`config.mk`:
```
export PLATFORM = sky130hd
export DESIGN_NAME = msrv32_dmem_bus_master
export DESIGN_NICKNAME = d
export VERILOG_FILES = /design/src/rtl/msrv32_dmem_bus_master.sv
export SDC_FILE = /design/constraint.sdc
export NUM_CORES = 1
export LEC_CHECK = 0
export ABC_AREA = 1
export BUFFER_PORTS_ARGS = -buffer_cell sky130_fd_sc_hd__buf_4
export CORE_ASPECT_RATIO = 0.8
export CORE_MARGIN = 1
export CORE_UTILIZATION = 48
export DETAILED_ROUTE_END_ITERATION = 7
export GPL_TIMING_DRIVEN = 0
export PLACE_DENSITY = 0.79
export RECOVER_POWER = 100
export SYNTH_ARGS = -nofsm -noshare
export SYNTH_HDL_FRONTEND = slang
export SYNTH_SLANG_ARGS = --single-unit
```
`constraint.sdc`:
```
create_clock -name clk_in -period 1.9 [get_ports clk_in]
set_input_delay 0.19 -clock clk_in [delete_from_list [all_inputs] [get_ports clk_in]]
set_output_delay 0.19 -clock clk_in [all_outputs]
set_load 0.01 [all_outputs]
```
`src/rtl/msrv32_dmem_bus_master.sv`:
```
// Data-memory access sequencer: req/ack handshake, byte-lane strobes,
// load alignment/extension, timeout abort and pipeline stall generation.
module msrv32_dmem_bus_master #(
  parameter int unsigned TIMEOUT_CYCLES = 255
) (
  input  logic        clk_in,
  input  logic        reset_in,
  input  logic        req_valid_in,
  input  logic        req_write_in,
  input  logic [31:0] addr_in,
  input  logic [31:0] wdata_in,
  input  logic [1:0]  load_size_in,
  input  logic        load_unsigned_in,
  output logic        dmem_req_out,
  output logic        dmem_we_out,
  output logic [31:0] dmem_addr_out,
  output logic [31:0] dmem_wdata_out,
  output logic [3:0]  dmem_wr_mask_out,
  input  logic        dmem_ack_in,
  input  logic [31:0] dmem_rdata_in,
  output logic [31:0] rdata_out,
  output logic        done_out,
  output logic        stall_out,
  output logic        misaligned_out,
  output logic        bus_err_out
);

  localparam int unsigned CNT_W = 8;
  localparam logic [CNT_W-1:0] TMO_LAST = CNT_W'(TIMEOUT_CYCLES - 1);

  typedef enum logic [1:0] {IDLE, BUSY, RESP} state_e;

  state_e           state_q, state_d;
  logic [CNT_W-1:0] cnt_q, cnt_d;
  logic             wr_q, wr_d;
  logic [1:0]       size_q, size_d;
  logic             uns_q, uns_d;
  logic [1:0]       off_q, off_d;
  logic             req_q, req_d;
  logic             we_q, we_d;
  logic [31:0]      addr_q, addr_d;
  logic [31:0]      wdata_q, wdata_d;
  logic [3:0]       mask_q, mask_d;
  logic [31:0]      rdata_q, rdata_d;
  logic             done_q, done_d;
  logic             mis_q, mis_d;
  logic             err_q, err_d;

  logic             misaligned_c;
  logic             timeout_c;
  logic [3:0]       strb_c;
  logic [31:0]      wrep_c;
  logic [7:0]       lb_c;
  logic [15:0]      lh_c;
  logic [31:0]      load_ext_c;

  // Request decode: alignment, byte strobes and lane-replicated store data
  always_comb begin
    misaligned_c = 1'b0;
    strb_c       = 4'b1111;
    wrep_c       = wdata_in;
    case (load_size_in)
      2'b00: begin
        strb_c = 4'(4'b0001 << addr_in[1:0]);
        wrep_c = {4{wdata_in[7:0]}};
      end
      2'b01: begin
        misaligned_c = addr_in[0];
        strb_c       = 4'(4'b0011 << addr_in[1:0]);
        wrep_c       = {2{wdata_in[15:0]}};
      end
      default: misaligned_c = (addr_in[1:0] != 2'b00);
    endcase
  end

  // Load lane selection and extension using the latched access attributes
  always_comb begin
    case (off_q)
      2'd0:    lb_c = dmem_rdata_in[7:0];
      2'd1:    lb_c = dmem_rdata_in[15:8];
      2'd2:    lb_c = dmem_rdata_in[23:16];
      default: lb_c = dmem_rdata_in[31:24];
    endcase
    lh_c = off_q[1] ? dmem_rdata_in[31:16] : dmem_rdata_in[15:0];
    case (size_q)
      2'b00:   load_ext_c = uns_q ? {24'b0, lb_c} : {{24{lb_c[7]}}, lb_c};
      2'b01:   load_ext_c = uns_q ? {16'b0, lh_c} : {{16{lh_c[15]}}, lh_c};
      default: load_ext_c = dmem_rdata_in;
    endcase
  end

  assign timeout_c = (state_q == BUSY) && !dmem_ack_in && (cnt_q == TMO_LAST);

  // State and output registers
  always_ff @(posedge clk_in) begin
    if (!reset_in) begin
      state_q <= IDLE;
      cnt_q   <= '0;
      wr_q    <= 1'b0;
      size_q  <= 2'b00;
      uns_q   <= 1'b0;
      off_q   <= 2'b00;
      req_q   <= 1'b0;
      we_q    <= 1'b0;
      addr_q  <= '0;
      wdata_q <= '0;
      mask_q  <= '0;
      rdata_q <= '0;
      done_q  <= 1'b0;
      mis_q   <= 1'b0;
      err_q   <= 1'b0;
    end else begin
      state_q <= state_d;
      cnt_q   <= cnt_d;
      wr_q    <= wr_d;
      size_q  <= size_d;
      uns_q   <= uns_d;
      off_q   <= off_d;
      req_q   <= req_d;
      we_q    <= we_d;
      addr_q  <= addr_d;
      wdata_q <= wdata_d;
      mask_q  <= mask_d;
      rdata_q <= rdata_d;
      done_q  <= done_d;
      mis_q   <= mis_d;
      err_q   <= err_d;
    end
  end

  // Next-state logic; ack takes priority over timeout
  always_comb begin
    state_d = state_q;
    cnt_d   = cnt_q;
    case (state_q)
      IDLE: begin
        if (req_valid_in && !misaligned_c) begin
          state_d = BUSY;
          cnt_d   = '0;
        end
      end
      BUSY: begin
        if (dmem_ack_in)    state_d = RESP;
        else if (timeout_c) state_d = IDLE;
        else                cnt_d   = cnt_q + CNT_W'(1);
      end
      default: state_d = IDLE;
    endcase
  end

  // Output next values: bus fields held through BUSY, pulses default low
  always_comb begin
    wr_d    = wr_q;
    size_d  = size_q;
    uns_d   = uns_q;
    off_d   = off_q;
    req_d   = req_q;
    we_d    = we_q;
    addr_d  = addr_q;
    wdata_d = wdata_q;
    mask_d  = mask_q;
    rdata_d = rdata_q;
    done_d  = 1'b0;
    mis_d   = 1'b0;
    err_d   = 1'b0;
    case (state_q)
      IDLE: begin
        if (req_valid_in) begin
          if (misaligned_c) begin
            mis_d = 1'b1;
          end else begin
            wr_d    = req_write_in;
            size_d  = load_size_in;
            uns_d   = load_unsigned_in;
            off_d   = addr_in[1:0];
            req_d   = 1'b1;
            we_d    = req_write_in;
            addr_d  = {addr_in[31:2], 2'b00};
            mask_d  = req_write_in ? strb_c : 4'b0000;
            wdata_d = req_write_in ? wrep_c : 32'h0;
          end
        end
      end
      BUSY: begin
        if (dmem_ack_in) begin
          req_d  = 1'b0;
          done_d = 1'b1;
          if (!wr_q) rdata_d = load_ext_c;
        end else if (timeout_c) begin
          req_d = 1'b0;
          err_d = 1'b1;
        end
      end
      default: req_d = 1'b0;
    endcase
  end

  assign stall_out = (state_q == BUSY) ||
                     ((state_q == IDLE) && req_valid_in && !misaligned_c);

  assign dmem_req_out     = req_q;
  assign dmem_we_out      = we_q;
  assign dmem_addr_out    = addr_q;
  assign dmem_wdata_out   = wdata_q;
  assign dmem_wr_mask_out = mask_q;
  assign rdata_out        = rdata_q;
  assign done_out         = done_q;
  assign misaligned_out   = mis_q;
  assign bus_err_out      = err_q;

endmodule

```
==> impl_metrics.csv, run 1 <==
group,metric,value,unit
sta,slew_violations,0,
cts,root_buffer,"clkbuf_16",
setup_path,path_max_fanout,10,
setup_path,end_kind,"flip-flop",
place,dp_cells,1104,
detailed_routing,ant_nets,0,
synthesis,ys_ff_latch,118,
die,rows,33,
synthesis,ys_types,29,
synthesis,yosysSeqAreaShare,45.54,%
power,ir_drop,0.0008726,V
cts,clk_latency,410,ps
grt,track_usage,30.36,%
worst_hold_path,min-delay-path-class,"in2reg",
grt,overflow,0,
setup_path,arrival,2090,ps
power,p_total,0.007173,W
detailed_routing,route.detailed.drc,0,
sta,period_needed,1744,ps
synthesis,syn-cell-area,5187,sq um
sta,final-hold-violation-count,0,
sta,fmax,573.4,MHz
sta,rsz0062_at_grt,"no",
detailed_routing,viasPerCell,5.207,
final_layout,drive_above_1_share,18.14,%
synthesis,async_flop_share,0,%
cts,clkTransAtPathRegs,60,ps
detailed_routing,wirelength,16.82,mm
grt,grt_pass1_vias,5326,
setup_path,worst_ep_required_time,2250,ps
detailed_routing,firstDrtPassIters,5,
detailed_routing,drt-initial-drc-count,451,
grt,grt_pass1_wl,26.53,mm
power,power_density,998.5,nW/um^2
setup_path,slowest_stage,"dfxtp_1",
cts,cts_buffers,17,
sta,fin_setup_tns,0,ps
grt,grt_max_degree,19,
cts,clk_path_buf_depth,2,
synthesis,synth_edf_count,0,
synthesis,synth-main-ff-cell,"dfxtp_1",
sta,worst_pin_slew,579.2,ps
synthesis,ys_warn_count,0,
setup_path,startpoint_type,"flip-flop",
cts,htreeDepth,4,
grt,antenna_found_initial,0,
final_layout,seqCellArea,2362,sq um
die,start_util,50.05,%
sta,slew_headroom,61.38,%
die,ios,210,
setup_path,worst-setup-path-type,"reg2reg",
die,die-area,11230,sq um
synthesis,netlist_top_cells_area,"dfxtp_1, nand2_1, a21oi_1",
setup_path,path_cells,"inv_1 > nand2_1 > inv_1 > nand3_1 > inv_2 > clkbuf_2 > nand3_1 > a21oi_1",
job,cap_violations,0,
final_layout,nNetsFinal,1091,
synthesis,synth.largest_area_cell,"dfxtp_1",
outcome,status,"finished, final reports clean",
final_layout,multiInputGateArea,2467,sq um
synthesis,yosysTopAreaCellShare,45.54,%
cts,cts_tree,"built",
place,hpwlAfterDp,12.29,mm
die,coreArea,10360,sq um
setup_path,max_stage_delay,290,ps
die,die_x,118.2,um
sta,setup_violations,0,
final_layout,finalNonFillerCells,1138,
detailed_routing,vias,5926,
final_layout,syn_to_final_growth,38.49,%
final_layout,fillers,997,
synthesis,syn-mean-instance-area,6.862,sq um
power,leakagePower,3.112,nW
synthesis,synth_cells,756,
sta,fin_skew,7.477,ps
sta,finalCritPeriodShare,91.79,%
die,dieHeight,94.98,um
detailed_routing,wl_per_cell,14.78,um
place,port_buffers,207,
final_layout,diodes,0,
place,gp_congestion,0.9306,
cts,clock-sinks,118,
## cell type report
cell class | count | share of cell area, %
buffer | 44 | 2.734
clock buffer | 18 | 6.113
clock inverter | 14 | 2.752
multi-input combinational | 553 | 34.34
tap | 140 | 2.438
inverter | 41 | 2.142
sequential | 118 | 32.88
timing repair buffer | 210 | 16.60
## synthesized netlist by cell type, types with 5 or more instances
cell and count:
nand2_1 187, or2_2 10, inv_1 34, nand3_1 27, clkbuf_1 23, dfxtp_1 118, o21ai_0 71, buf_4 5
buf_2 16, nor2_1 131, o211ai_1 5, a21oi_1 99, inv_2 7
## critical path: cells and delay by family (launching register included)
kind	cells	cell delay, ps
AND/OR/NAND/NOR	3	560
flip-flops	1	290
AO/OA/AOI/OAI	1	150
buffers and inverters	4	670
## cell families (layout without fill, tap and decap cells)
logic type	after synthesis	after routing	share of synthesized area (%)
AND/OR/NAND/NOR	364	364	28.41
AO/OA/AOI/OAI	184	184	18.36
flip-flops	118	118	45.54
buffers and inverters	86	327	6.971
adder cells (fa/ha/maj)	2	2	0.4823
other	1	2	0.07229
XOR/XNOR	1	1	0.1689
## stage by stage
step | area [sq um] | worst slack [ps] | utilization (%) | hold slack, ps
floorplan | 5191 | 535.6 | - | 266.8
global placement | 6920 | 292.4 | 66.78 | 386.5
detailed placement | 6920 | 269.8 | 66.78 | 391.8
CTS | 7564 | 100.9 | 72.98 | 21.82
global route | 7184 | 10.99 | 69.32 | 32.24
finish | 7184 | 156.1 | 69.32 | 25.67
## registers in the layout (all words and copies together), names as in the netlist, 2 cells and up
| signal | count |
|---|---|
| dmem_wdata_out | 32 |
| state_q | 2 |
| rdata_out | 32 |
| off_q | 2 |
| size_q | 2 |
| dmem_addr_out | 30 |
| cnt_q | 8 |
| dmem_wr_mask_out | 4 |
## worst paths after layout
check               start                end  slack [ps]  cells after the start
max            state_q[1]       rdata_out[6]         160                      8
min           addr_in[28]  dmem_addr_out[28]          30                      3
max reg2reg    state_q[1]       rdata_out[6]         160                      8
min reg2reg  rdata_out[6]       rdata_out[6]         460                      2
## power by group
part | switching [W] | leakage (nW) | internal [W]
logic | 0.000642 | 1.84 | 0.000400
registers | 0.0000714 | 0.963 | 0.00261
clock network | 0.00121 | 0.307 | 0.00224
total | 0.00192 | 3.11 | 0.00525
## layout by cell type, fill, tap and decap left out, types with 2 or more instances in the layout
| cell type | Yosys | layout |
|---|---|---|
| a21oi_1 | 99 | 99 |
| inv_6 | 0 | 3 |
| o21ai_0 | 71 | 72 |
| bufinv_16 | 0 | 4 |
| clkbuf_16 | 0 | 17 |
| inv_2 | 7 | 4 |
| inv_1 | 34 | 37 |
| ha_1 | 2 | 2 |
| clkinvlp_4 | 0 | 2 |
| or2_2 | 10 | 10 |
| nor2_1 | 131 | 131 |
| conb_1 | 1 | 2 |
| nand3_1 | 27 | 27 |
| clkinv_2 | 0 | 2 |
| nor2_2 | 3 | 3 |
| o22ai_1 | 2 | 2 |
| buf_4 | 5 | 108 |
| o211ai_1 | 5 | 5 |
| dfxtp_1 | 118 | 118 |
| nand2_1 | 187 | 187 |
| o21a_1 | 3 | 3 |
| buf_2 | 16 | 9 |
| clkbuf_1 | 23 | 125 |
| nor3_1 | 2 | 2 |
| clkbuf_2 | 0 | 10 |
| clkinv_4 | 0 | 3 |
## metal layers
metal / global-route usage (%) / wire length (um)
met1: 41.36 / 7562
met3: 7.729 / 1486
met4: 9.936 / 286
met5: 0 / 0
met2: 46.96 / 7483
## what timing repair did
| item | 4_1_cts | 5_1_grt |
|---|---|---|
| hold buffers | 1 | 0 |
| pin swaps | 0 | 1 |
| endpoints found under the setup margin | 1 | 13 |
| setup buffers | 0 | 2 |
| endpoints found under the hold margin | 1 | 0 |
| gates resized for setup | 0 | 0 |
No activity file was read; power rests on OpenSTA's default activity.
==> inputs of run 2 (changes only) <==
--- a/config.mk
+++ b/config.mk
@@ -12,6 +12,7 @@
 export CORE_UTILIZATION = 48
 export DETAILED_ROUTE_END_ITERATION = 7
 export GPL_TIMING_DRIVEN = 0
+export HOLD_SLACK_MARGIN = 0.15
 export PLACE_DENSITY = 0.79
 export RECOVER_POWER = 100
 export SYNTH_ARGS = -nofsm -noshare
==> run 2 against run 1 <==
Against the previous run: wire length is 12% higher; global-route usage grew 3.4 points; via count is 8.5% higher; final area is 11% higher; sequential cell count did not move; first-iteration DRC count is 29% higher.
==> impl_metrics.csv, run 2 (synthesized netlist as in run 1, its figures left out) <==
group,metric,value,unit
cts,root_buffer,"clkbuf_16",
detailed_routing,firstDrtPassIters,6,
power,swShare,27.18,%
power,p_int,0.005362,W
grt,grt_max_degree,19,
worst_hold_path,min_to,"dmem_wdata_out[29]",
detailed_routing,route.detailed.drc,0,
cts,cts_tree,"built",
power,ir_drop,0.0008723,V
die,rows,33,
setup_path,end_kind,"output pin",
die,die_x,118.2,um
sta,worst_pin_slew,570.5,ps
place,place_ws,269.8,ps
final_layout,drive_above_1_share,16.78,%
grt,antenna_found_initial,0,
power,power_frac_clock,47.1,%
sta,finalCritPeriodShare,95.41,%
setup_path,path_max_fanout,12,
grt,grt_pass1_vias,5985,
power,leakagePower,3.439,nW
die,start_util,50.05,%
die,dieHeight,94.98,um
setup_path,rr_endpoint,"rdata_out[29]",
sta,fin_setup_tns,0,ps
sta,rsz0062_at_grt,"no",
cts,clk_latency,420,ps
power,p_total,0.007363,W
sta,period_needed,1813,ps
detailed_routing,wirelength,18.88,mm
setup_path,worstReg2RegStart,"state_q[1]",
final_layout,design_area,7958,sq um
grt,track_usage,33.75,%
power,p_comb_share,16.4,%
die,die-area,11230,sq um
sta,setup_violations,0,
die,coreArea,10360,sq um
grt,grt_pass1_wl,29.57,mm
cts,cts_buffers,17,
place,dp_cells,1104,
job,cap_violations,0,
setup_path,startpoint_type,"input pin",
setup_path,arrival,1620,ps
cts,clock-sinks,118,
power,p_switching,0.002001,W
place,dpl_cell_area,6920,sq um
worst_hold_path,min_path_cells,4,
final_layout,nNetsFinal,1166,
cts,htreeDepth,4,
final_layout,diodes,0,
power,pwr-share-seq,36.5,%
final_layout,final_common_cell,"nand2_1",
final_layout,finalNonFillerCells,1213,
grt,overflow,0,
final_layout,syn_to_final_growth,53.40,%
setup_path,worst-setup-path-type,"in2out",
outcome,status,"finished, final reports clean",
cts,clkTransAtPathRegs,50,ps
detailed_routing,viasPerCell,5.301,
sta,slew_headroom,61.96,%
place,hpwlAfterDp,12.29,mm
worst_hold_path,hold_start,"wdata_in[29]",
place,port_buffers,207,
setup_path,r2r_slack,150,ps
place,gp_congestion,0.9306,
sta,fin_skew,6.781,ps
worst_hold_path,min-delay-path-class,"in2reg",
die,ios,210,
sta,fmax,551.6,MHz
power,power_density,925.2,nW/um^2
sta,setup_ws,87.23,ps
setup_path,r2r_cells,8,
detailed_routing,vias,6430,
setup_path,worst_ep_required_time,1710,ps
final_layout,layout_common_cells,"nand2_1, nor2_1, clkbuf_1",
detailed_routing,drt-initial-drc-count,580,
sta,final-hold-violation-count,0,
detailed_routing,wl_per_cell,15.57,um
detailed_routing,ant_nets,0,
cts,clk_path_buf_depth,2,
sta,slew_violations,0,
[run 2: cell count changes in the layout (fill, tap and decap cells not counted), moves of 2 or more]
cell / previous run / this run
dlygate4sd3_1: 1 / 76
buf_2: 9 / 14
buf_4: 108 / 110
clkbuf_2: 10 / 1
[run 2: routing by layer]
| layer | global-route usage [%] | share of wire [%] |
|---|---|---|
| met3 | 9.239 | 9.9 |
| met1 | 42.67 | 42 |
| met2 | 54.66 | 45 |
| met5 | 0 | 0 |
| met4 | 14.00 | 3.0 |
[run 2: critical path: stages]
cell and delay, ps:
dlygate4sd3_1 550, buf_4 160, o21ai_2 230, nand3_4 230
nand2_1 120, buf_4 130
[run 2: area by class of cell]
cell class,count,area [sq um]
plain buffers,44,206.4
clock buffers,18,439.2
clock inverters,14,197.7
fillers,844,2406
inverters,41,153.9
multi-input cells,553,2467
flip-flops and latches,118,2362
well taps,140,175.2
repair buffers,285,1956
[run 2: power groups by stage]
| stage | registers, W | clock network, W | logic [W] |
|---|---|---|---|
| global placement | 0.00274 | 0 | 0.00110 |
| detailed placement | 0.00274 | 0 | 0.00111 |
| finish | 0.00269 | 0.00347 | 0.00120 |
| CTS | 0.00269 | 0.00346 | 0.00125 |
| global route | 0.00270 | 0.00359 | 0.00131 |
| floorplan | 0.00279 | 0 | 0.000519 |
[run 2: worst max path at each step]
stage                from            endpoint  slack (ps)  cells after the start
6_report       addr_in[1]           stall_out          90                      6
5_1_grt        addr_in[1]    dmem_addr_out[6]           4                      8
4_1_cts        addr_in[1]           stall_out          30                      6
3_5_place_dp   state_q[0]  dmem_wdata_out[20]         270                      8
3_3_place_gp    size_q[1]       rdata_out[27]         290                      7
2_1_floorplan    cnt_q[0]            cnt_q[1]         540                     11
[run 2: through the flow]
step / hold slack, ps / util, %
floorplan: 266.8 / -
global placement: 386.5 / 66.78
detailed placement: 391.8 / 66.78
CTS: 150.7 / 80.22
global route: 181.5 / 76.78
finish: 155.1 / 76.78
[run 2: what timing repair did]
action                                  4_1_cts  5_1_grt
buffers inserted                              0        2
endpoints found under the setup margin        1       17
hold buffers                                 76        0
gates cloned                                  0        0
endpoints found under the hold margin        78        0
gates resized for setup                       0        2
pin swaps                                     0        1
